`src/rtl/fll_i2s_word_phase_det.sv`:
```
// Word-level phase detector between the external I2S master bit clock and the
// local bit clock; raises speed-up/slow-down interrupts with hysteresis.
module fll_i2s_word_phase_det #(
  parameter int unsigned BITS_PER_WORD = 32,
  parameter int unsigned CNT_WIDTH     = 8,
  parameter int unsigned THRESHOLD     = 2,
  parameter int unsigned SYNC_STAGES   = 2
) (
  input  logic                 WBs_CLK_i,
  input  logic                 WBs_RST_i,
  input  logic                 enable_i,
  input  logic                 clear_i,
  input  logic                 bitclk_master_i,
  input  logic                 bitclk_local_i,
  output logic                 Interrupt_speedup_o,
  output logic                 Interrupt_slowdown_o,
  output logic                 master_wordcnt_is_ahead_o,
  output logic                 local_wordcnt_is_ahead_o,
  output logic [CNT_WIDTH-1:0] word_diff_o
);

  localparam int unsigned BIT_W    = (BITS_PER_WORD > 2) ? $clog2(BITS_PER_WORD) : 1;
  localparam int unsigned LAST_BIT = BITS_PER_WORD - 1;
  localparam int          TH       = int'(THRESHOLD);

  typedef enum logic [1:0] {
    ST_LOCKED   = 2'd0,
    ST_SPEEDUP  = 2'd1,
    ST_SLOWDOWN = 2'd2
  } state_t;

  logic [SYNC_STAGES-1:0] m_sync;
  logic [SYNC_STAGES-1:0] l_sync;
  logic                   m_prev;
  logic                   l_prev;
  logic                   m_pulse_c;
  logic                   l_pulse_c;

  logic [BIT_W-1:0]       m_bit;
  logic [BIT_W-1:0]       l_bit;
  logic [CNT_WIDTH-1:0]   m_word;
  logic [CNT_WIDTH-1:0]   l_word;
  logic [CNT_WIDTH-1:0]   diff_c;

  state_t                 state;
  state_t                 state_nxt;
  int                     diff_int;

  // Bit-clock synchronizers; these keep running through clear and disable.
  always_ff @(posedge WBs_CLK_i or negedge WBs_RST_i) begin
    if (!WBs_RST_i) begin
      m_sync <= '0;
      l_sync <= '0;
      m_prev <= 1'b0;
      l_prev <= 1'b0;
    end else begin
      m_sync <= {m_sync[SYNC_STAGES-2:0], bitclk_master_i};
      l_sync <= {l_sync[SYNC_STAGES-2:0], bitclk_local_i};
      m_prev <= m_sync[SYNC_STAGES-1];
      l_prev <= l_sync[SYNC_STAGES-1];
    end
  end

  assign m_pulse_c = m_sync[SYNC_STAGES-1] & ~m_prev;
  assign l_pulse_c = l_sync[SYNC_STAGES-1] & ~l_prev;

  // Bit and word counters for both sides.
  always_ff @(posedge WBs_CLK_i or negedge WBs_RST_i) begin
    if (!WBs_RST_i) begin
      m_bit  <= '0;
      l_bit  <= '0;
      m_word <= '0;
      l_word <= '0;
    end else if (clear_i) begin
      m_bit  <= '0;
      l_bit  <= '0;
      m_word <= '0;
      l_word <= '0;
    end else if (enable_i) begin
      if (m_pulse_c) begin
        if (m_bit == BIT_W'(LAST_BIT)) begin
          m_bit  <= '0;
          m_word <= m_word + CNT_WIDTH'(1);
        end else begin
          m_bit <= m_bit + BIT_W'(1);
        end
      end
      if (l_pulse_c) begin
        if (l_bit == BIT_W'(LAST_BIT)) begin
          l_bit  <= '0;
          l_word <= l_word + CNT_WIDTH'(1);
        end else begin
          l_bit <= l_bit + BIT_W'(1);
        end
      end
    end
  end

  // Modular subtraction keeps the signed difference valid across counter wrap.
  assign diff_c = m_word - l_word;

  always_ff @(posedge WBs_CLK_i or negedge WBs_RST_i) begin
    if (!WBs_RST_i) begin
      word_diff_o               <= '0;
      master_wordcnt_is_ahead_o <= 1'b0;
      local_wordcnt_is_ahead_o  <= 1'b0;
    end else if (clear_i) begin
      word_diff_o               <= '0;
      master_wordcnt_is_ahead_o <= 1'b0;
      local_wordcnt_is_ahead_o  <= 1'b0;
    end else begin
      word_diff_o               <= diff_c;
      master_wordcnt_is_ahead_o <= ~diff_c[CNT_WIDTH-1] & (|diff_c);
      local_wordcnt_is_ahead_o  <= diff_c[CNT_WIDTH-1];
    end
  end

  assign diff_int = int'($signed(word_diff_o));

  // Hysteresis FSM: enter on |diff| >= THRESHOLD, leave once diff returns to zero.
  always_comb begin
    state_nxt = state;
    if (clear_i || !enable_i) begin
      state_nxt = ST_LOCKED;
    end else begin
      case (state)
        ST_LOCKED: begin
          if (diff_int >= TH)       state_nxt = ST_SPEEDUP;
          else if (diff_int <= -TH) state_nxt = ST_SLOWDOWN;
        end
        ST_SPEEDUP:  if (diff_int <= 0) state_nxt = ST_LOCKED;
        ST_SLOWDOWN: if (diff_int >= 0) state_nxt = ST_LOCKED;
        default:     state_nxt = ST_LOCKED;
      endcase
    end
  end

  always_ff @(posedge WBs_CLK_i or negedge WBs_RST_i) begin
    if (!WBs_RST_i) begin
      state                <= ST_LOCKED;
      Interrupt_speedup_o  <= 1'b0;
      Interrupt_slowdown_o <= 1'b0;
    end else begin
      state                <= state_nxt;
      Interrupt_speedup_o  <= (state_nxt == ST_SPEEDUP);
      Interrupt_slowdown_o <= (state_nxt == ST_SLOWDOWN);
    end
  end

endmodule

```
`config.mk`:
```
export PLATFORM = sky130hd
export DESIGN_NAME = fll_i2s_word_phase_det
export DESIGN_NICKNAME = d
export VERILOG_FILES = /design/src/rtl/fll_i2s_word_phase_det.sv
export SDC_FILE = /design/constraint.sdc
export NUM_CORES = 1
export LEC_CHECK = 0
export ABC_CLOCK_PERIOD_IN_PS = 5100
export BUFFER_PORTS_ARGS = -buffer_cell sky130_fd_sc_hd__buf_2
export CAP_MARGIN = 20
export CORE_ASPECT_RATIO = 1.5
export CORE_MARGIN = 2
export CORE_UTILIZATION = 45
export CTS_CLUSTER_DIAMETER = 100
export CTS_CLUSTER_SIZE = 28
export DETAILED_ROUTE_END_ITERATION = 8
export PLACE_DENSITY_LB_ADDON = 0.2
export REMOVE_ABC_BUFFERS = 1
export SYNTH_ARGS = -nofsm -noshare
export SYNTH_HDL_FRONTEND = slang
export SYNTH_SLANG_ARGS = --single-unit
export TNS_END_PERCENT = 5
```
`constraint.sdc`:
```
create_clock -name WBs_CLK_i -period 5.1 [get_ports WBs_CLK_i]
set_input_delay 1.02 -clock WBs_CLK_i [delete_from_list [all_inputs] [get_ports WBs_CLK_i]]
set_output_delay 1.02 -clock WBs_CLK_i [all_outputs]
set_load 0.005 [all_outputs]
```
==> results of run 1 <==
## routing by layer
layer,vias to the layer above,GRT usage [%]
li1,793,-
met1,762,18.6
met2,28,28.7
met3,12,3.07
met4,0,7.59
met5,-,0
## placed cells by master, fill, tap and decap left out, types with 3 or more instances in the layout
master,Yosys,routed
dfrtp_1,45,45
nor2_1,28,28
ha_1,13,13
inv_1,13,13
or3_1,4,4
nor2b_1,3,3
and3_1,6,6
buf_2,0,17
or4_1,3,3
nand2_1,7,7
mux2i_1,6,6
a21oi_1,13,13
o21ai_0,8,8
clkbuf_8,0,6
nand4_1,5,5
a21o_1,4,4
xnor2_1,10,10
xor2_1,5,5
## state kept, by name (all words and copies together), names as in the netlist, 2 cells and up
register / cells
word_diff_o: 7
m_bit: 5
l_bit: 5
l_sync: 2
m_sync: 2
l_word: 8
m_word: 8
state: 2
## worst max path at each step
stage | endpoint | slack (ns) | cells past startpoint
5_1_grt | l_word[7]$_DFFE_PN0P_ | 2.62 | 8
3_3_place_gp | master_wordcnt_is_ahead_o$_DFF_PN0_ | 2.48 | 6
6_report | master_wordcnt_is_ahead_o$_DFF_PN0_ | 2.76 | 6
4_1_cts | master_wordcnt_is_ahead_o$_DFF_PN0_ | 2.79 | 6
3_5_place_dp | master_wordcnt_is_ahead_o$_DFF_PN0_ | 2.46 | 6
2_1_floorplan | l_word[6]$_DFFE_PN0P_ | 2.96 | 5
## per-stage QoR
| step | cell area [um^2] | std cells | hold slack, ns |
|---|---|---|---|
| 2_1_floorplan | 2270 | 207 | 0.331 |
| 4_1_cts | 2550 | 298 | 0.355 |
| 5_1_grt | 2570 | 299 | 0.358 |
| 3_5_place_dp | 2430 | 290 | 0.337 |
| 3_3_place_gp | 2430 | 290 | 0.333 |
| 6_report | 2570 | 299 | 0.353 |
## critical path, delay by kind of cell
| kind | cells | cell delay [ns] |
|---|---|---|
| AOI/OAI and AO/OA | 2 | 0.30 |
| buffers and inverters | 2 | 0.75 |
| and+or+nand+nor | 2 | 0.40 |
## report_power, final
part / internal [W] / switching (W) / total [W] / leakage [nW]
clock: 0.000159 / 0.000118 / 0.000278 / 0.0574
combinational: 0.00000626 / 0.0000166 / 0.0000229 / 0.620
sequential: 0.000360 / 0.00000252 / 0.000362 / 0.614
total: 0.000525 / 0.000138 / 0.000663 / 1.29
## cell type report
| type | instances | area, um^2 |
|---|---|---|
| clock buffer | 6 | 82.6 |
| clock inverter | 2 | 37.5 |
| fill | 444 | 2310 |
| inverter | 13 | 48.8 |
| multi-input combinational | 149 | 1090 |
| sequential | 45 | 1130 |
| tap | 66 | 82.6 |
| timing repair buffer | 18 | 105 |
## cells by family after synthesis
kind of cell | count (synthesis) | share of synthesized area, %
buf+inv | 19 | 3.90
simple gates | 77 | 20.0
mux | 6 | 2.60
compound gates | 37 | 11.1
xor+xnor | 15 | 5.69
flops | 45 | 48.8
fa+ha+maj | 14 | 7.92
==> qor.csv, run 1 <==
stage;metric;value;unit
status;status;complete, no violations;
finish;antenna_cells;0;
routing;viasPerCell;5.33;
critical_path;cp_max_fo;36;
floorplan;die_w;62.5;um
synth;synth.top_cell.area_share;48.8;%
placed_design;hpwl;2910;um
job;cap_violations;0;
sta;worst-slew-pin-transition;0.684;ns
sta;hold_viol_final;0;
routing;highest_layer;met4;
floorplan;rows;31;
worst_hold_path;hp-class;flop to flop;
synth;synth_warnings;0;
critical_path;slowest_delay;0.53;ns
floorplan;die_area;0.00573;mm^2
sta;setup_viol;0;
floorplan;ios;18;
pwr;finalPower;0.000663;W
global_routing;grt_max_degree;46;
synth;synth.most_common_cell;dfrtp_1;
sta;setup_slack;2.76;ns
critical_path;crit_path_start_kind;input port;
critical_path;ff2ff_path_depth;9;
floorplan;core;0.00489;mm^2
critical_path;ff2ff_setup_slack;2.81;ns
synth;synth_seq_area_share;48.8;%
synth;synth_cell_types;44;
global_routing;first_global_vias;1593;
critical_path;arrival;2.50;ns
synth;synth-async-reset-ratio;100;%
finish;drive_gt1_share;15.5;%
sta;fmax;0.428;GHz
critical_path;crit_slowest_cell;buf_2;
routing;vias;1595;
cts;numCtsBuffers;5;
synth;syn-cell-area;0.00231;mm^2
cts;cts-resized-gates;0;
cts;cts.clk_slew.worst_paths;0.08;ns
placed_design;portBuffers;17;
placed_design;gp_congestion;0.776;
cts;ctsHtreeMaxLevel;2;
pwr;leakagePower;1.29;nW
critical_path;critPathLaunch;clear_i;
cts;cts_setup_buffers;0;
cts;cts_tree;yes;
pwr;ir_drop;0.144;mV
critical_path;cp_common_cell;and3_1;
routing;drt_iter0_drc;51;
synth;syn_inst;213;
routing;drc;0;
routing;wl_met1;1610;um
synth;ys_ff_latch;45;
sta;slew_headroom;54.4;%
global_routing;grt_overflow_total;0;
cts;clock_path_buffers;2;
synth;yosysTopAreaCell;dfrtp_1;
global_routing;grt_pass1_wl;7360;um
critical_path;required;5.26;ns
critical_path;path_class;input port to flop;
synth;synth_edf_count;0;
routing;met3_length;115;um
sta;rsz0062_at_grt;no;
routing;drt_wl_total;3970;um
cts;root_buffer;clkbuf_8;
synth;synth_area_per_cell;10.8;um^2
placed_design;place_ws;2.46;ns
routing;routedWlPerCell;13.3;um
critical_path;r2r_start;m_word[0]$_DFFE_PN0P_;
critical_path;path_cells;buf_2 > inv_1 > and3_1 > a311oi_1 > and3_1 > a32oi_1;
cts;ctsHoldBuffers;0;
worst_hold_path;hold_path_depth;0;
routing;wl_met2;2130;um
critical_path;worstReg2RegEnd;master_wordcnt_is_ahead_o$_DFF_PN0_;
sta;finalMaxSlewViolations;0;
routing;drt_pass1_iterations;5;
synth;synthFlopType;dfrtp_1;
finish;area_delta_synth_final;11.6;%
sta;setup_tns;0;ns
synth;synth.area.top_cells;dfrtp_1 49%, ha_1 7.0%, nor2_1 4.6%, xnor2_1 3.8%, a21oi_1 2.8%;
synth;ys_top_cells_by_count;45 x dfrtp_1, 28 x nor2_1, 13 x a21oi_1, 13 x ha_1, 13 x inv_1;
sta;min_period;2.34;ns
critical_path;critPathCaptureType;flop;
worst_hold_path;hold_start;m_sync[0]$_DFF_PN0_;
global_routing;global_route.usage.total;16.2;%
sta;final.period_utilization;45.8;%
cts;clkLatencyLatePin;0.30;ns
cts;cts_num_sinks;45;
pwr;p_per_area;258;mW/mm^2
routing;ant_nets;0;
floorplan;initial_utilization;47.2;%
finish;fin_util;52.7;%
floorplan;die_h;91.7;um
sta;fin_skew;0.0101;ns
finish;nets;252;
worst_hold_path;hold_path_end;m_sync[1]$_DFF_PN0_;
global_routing;antenna_found_initial;0;
Power figures use the tool's default switching activity.
==> inputs of run 2 (changes only) <==
ABC_AREA = 1   (was not set)
ABC_CLOCK_PERIOD_IN_PS = 2400   (was 5100)
clock period = 2.4 ns   (was 5.1 ns; I/O delays follow)
==> run 2 against run 1 <==
- hold slack got worse by 0.24 ns
- routed wire length rose by 22%
- highest routed layer unchanged
- die area increased by 1.2%
- non-clock buffer count up 2
- clock skew increased by 0.0010 ns
- combinational power rose to 17 times the previous value
- worst setup slack got worse by 2.2 ns
- total power rose to 3.0 times the previous value
==> qor.csv, run 2 <==
stage;metric;value;unit
cts;numCtsBuffers;5;
cts;cts_num_sinks;45;
cts;clock_path_buffers;2;
finish;final_cell_mix;57 x nand2_1, 45 x dfrtp_1, 45 x inv_1, 27 x nand3_1, 19 x nor2_1;
synth;synth_area_per_cell;8.37;um^2
global_routing;grt_max_degree;27;
critical_path;path_cells;inv_1 > ha_1 > or2_2 > nand3_1 > nand2_1 > nand2_1 > nand2_1 > nand2_1 > nand2_1 > nand2_1 > inv_1;
sta;setup_tns;0;ns
critical_path;path_class;flop to flop;
sta;finalMaxSlewViolations;0;
synth;syn-cell-area;0.00234;mm^2
finish;drive_gt1_share;12.5;%
critical_path;ff2ff_path_depth;11;
synth;syn_inst;279;
placed_design;gp_congestion;0.834;
cts;ctsHtreeMaxLevel;2;
placed_design;hpwl;3710;um
sta;hold_viol_final;0;
routing;drc;0;
critical_path;cp_common_cell;nand2_1;
pwr;leakagePower;1.37;nW
cts;root_buffer;clkbuf_8;
critical_path;slowest_delay;0.38;ns
global_routing;global_route.usage.total;19.8;%
critical_path;crit_path_start_kind;flop;
critical_path;cp_num_buf_inv;2;
critical_path;cp_max_fo;4;
critical_path;r2r_start;l_word[2]$_DFFE_PN0P_;
synth;synth.most_common_cell;nand2_1;
job;cap_violations;0;
routing;viasPerCell;5.04;
sta;rsz0062_at_grt;no;
floorplan;die_h;92.2;um
sta;final.period_utilization;76.4;%
routing;drt_pass1_iterations;4;
finish;nets;322;
critical_path;arrival;2.05;ns
synth;synth-async-reset-ratio;100;%
critical_path;crit_family;simple AND/OR/NAND/NOR gates;
status;status;complete, no violations;
synth;synth_seq_area_share;48.2;%
synth;synth_warnings;0;
critical_path;ff2ff_setup_slack;0.57;ns
cts;cts_tree;yes;
placed_design;portBuffers;17;
floorplan;die_w;62.8;um
sta;worst-slew-pin-transition;0.467;ns
synth;yosysTopAreaCell;dfrtp_1;
finish;largest_registers;l_word: 8 flops, m_word: 8 flops, word_diff_o: 7 flops;
synth;synth_edf_count;0;
floorplan;ios;18;
routing;routedWlPerCell;13.1;um
routing;vias;1870;
cts;clkLatencyLatePin;0.30;ns
placed_design;place_ws;0.562;ns
critical_path;worstReg2RegEnd;master_wordcnt_is_ahead_o$_DFF_PN0_;
synth;synth_cell_types;27;
synth;synthFlopType;dfrtp_1;
worst_hold_path;hp-class;input port to asynchronous set/reset pin;
sta;slew_headroom;68.9;%
critical_path;crit_slowest_cell;dfrtp_1;
global_routing;first_global_vias;1998;
finish;area_delta_synth_final;13.3;%
sta;setup_viol;0;
global_routing;grt_pass1_wl;8960;um
critical_path;required;2.61;ns
finish;final_common_cell;nand2_1;
floorplan;die_area;0.00579;mm^2
finish;antenna_cells;0;
sta;fmax;0.545;GHz
finish;fin_area;0.00265;mm^2
critical_path;critPathCaptureType;flop;
synth;synth.area.top_cells;dfrtp_1 48%, nand2_1 9.2%, inv_1 7.2%, ha_1 7.0%, nand3_1 5.8%;
cts;cts-resized-gates;0;
synth;ys_top_cells_by_count;57 x nand2_1, 45 x dfrtp_1, 45 x inv_1;
pwr;ir_drop;0.233;mV
cts;cts_setup_buffers;0;
global_routing;antenna_found_initial;0;
routing;drt_iter0_drc;55;
sta;fin_skew;0.0111;ns
cts;ctsHoldBuffers;0;
routing;drt_wl_total;4850;um
sta;min_period;1.83;ns
synth;ys_ff_latch;45;
global_routing;grt_overflow_total;0;
floorplan;initial_utilization;45.9;%
floorplan;rows;32;
routing;ant_nets;0;
cts;cts.clk_slew.worst_paths;0.09;ns
placed_design;placed_area;0.00251;mm^2
floorplan;core;0.00508;mm^2
sta;setup_slack;0.565;ns
pwr;p_per_area;755;mW/mm^2
synth;synth.top_cell.area_share;48.2;%
[run 2: changes by cell type in the layout (fill, tap and decap cells not counted), sizes merged, moves of 4 or more]
cell,change
or4,-4
and3,-6
nand3,+25
or3,-4
inv,+34
nand2,+49
nor3,+9
mux2i,-6
xnor2,-9
nor2,-8
o21ai,+12
[run 2: per-stage QoR]
stage               total power [W]  util [%]  cells  hold WS, ns
floorplan                   0.00117         -    275        0.184
global placement            0.00132      49.4    363        0.333
detailed placement          0.00133      49.4    363        0.336
CTS                         0.00202      52.1    371        0.126
global route                0.00213      52.1    371        0.145
finish                      0.00200      52.1    371        0.112
[run 2: final cells by class]
| type | instances | area, um^2 |
|---|---|---|
| fillers | 495 | 2440 |
| repair buffers | 20 | 108 |
| flip-flops and latches | 45 | 1130 |
| multi-input cells | 184 | 1020 |
| clock buffers | 5 | 68.8 |
| inverters | 46 | 173 |
| clock inverters | 3 | 68.8 |
| well taps | 68 | 85.1 |
[run 2: logic make-up after synthesis]
| group | after synthesis | synth area share, % |
|---|---|---|
| fa+ha+maj | 14 | 7.82 |
| xor+xnor | 4 | 1.50 |
| buf+inv | 50 | 8.19 |
| compound gates | 42 | 10.6 |
| flops | 45 | 48.2 |
| simple gates | 124 | 23.7 |
[run 2: how the worst max path moves through the flow]
stage | startpoint | to | slack [ns] | depth (start not counted)
2_1_floorplan | m_word[0]$_DFFE_PN0P_ | master_wordcnt_is_ahead_o$_DFF_PN0_ | 0.72 | 11
3_5_place_dp | l_word[2]$_DFFE_PN0P_ | master_wordcnt_is_ahead_o$_DFF_PN0_ | 0.56 | 11
5_1_grt | m_bit[0]$_DFFE_PN0P_ | m_word[3]$_DFFE_PN0P_ | 0.36 | 8
3_3_place_gp | l_word[2]$_DFFE_PN0P_ | master_wordcnt_is_ahead_o$_DFF_PN0_ | 0.57 | 11
6_report | l_word[2]$_DFFE_PN0P_ | master_wordcnt_is_ahead_o$_DFF_PN0_ | 0.57 | 11
4_1_cts | l_word[2]$_DFFE_PN0P_ | master_wordcnt_is_ahead_o$_DFF_PN0_ | 0.54 | 11
[run 2: where the power goes]
part	internal [W]	total, W	leakage (nW)	switching [W]
clock	0.000419	0.000694	0.0687	0.000275
sequential	0.000842	0.000909	0.597	0.0000664
combinational	0.000154	0.000396	0.709	0.000243
total	0.00142	0.00200	1.37	0.000584
[run 2: per-layer routing]
metal | global-route usage, % | share of wire (%)
met5 | 0 | 0
met4 | 7.04 | 1.6
met3 | 3.44 | 2.6
met2 | 37.7 | 55
met1 | 21.6 | 41
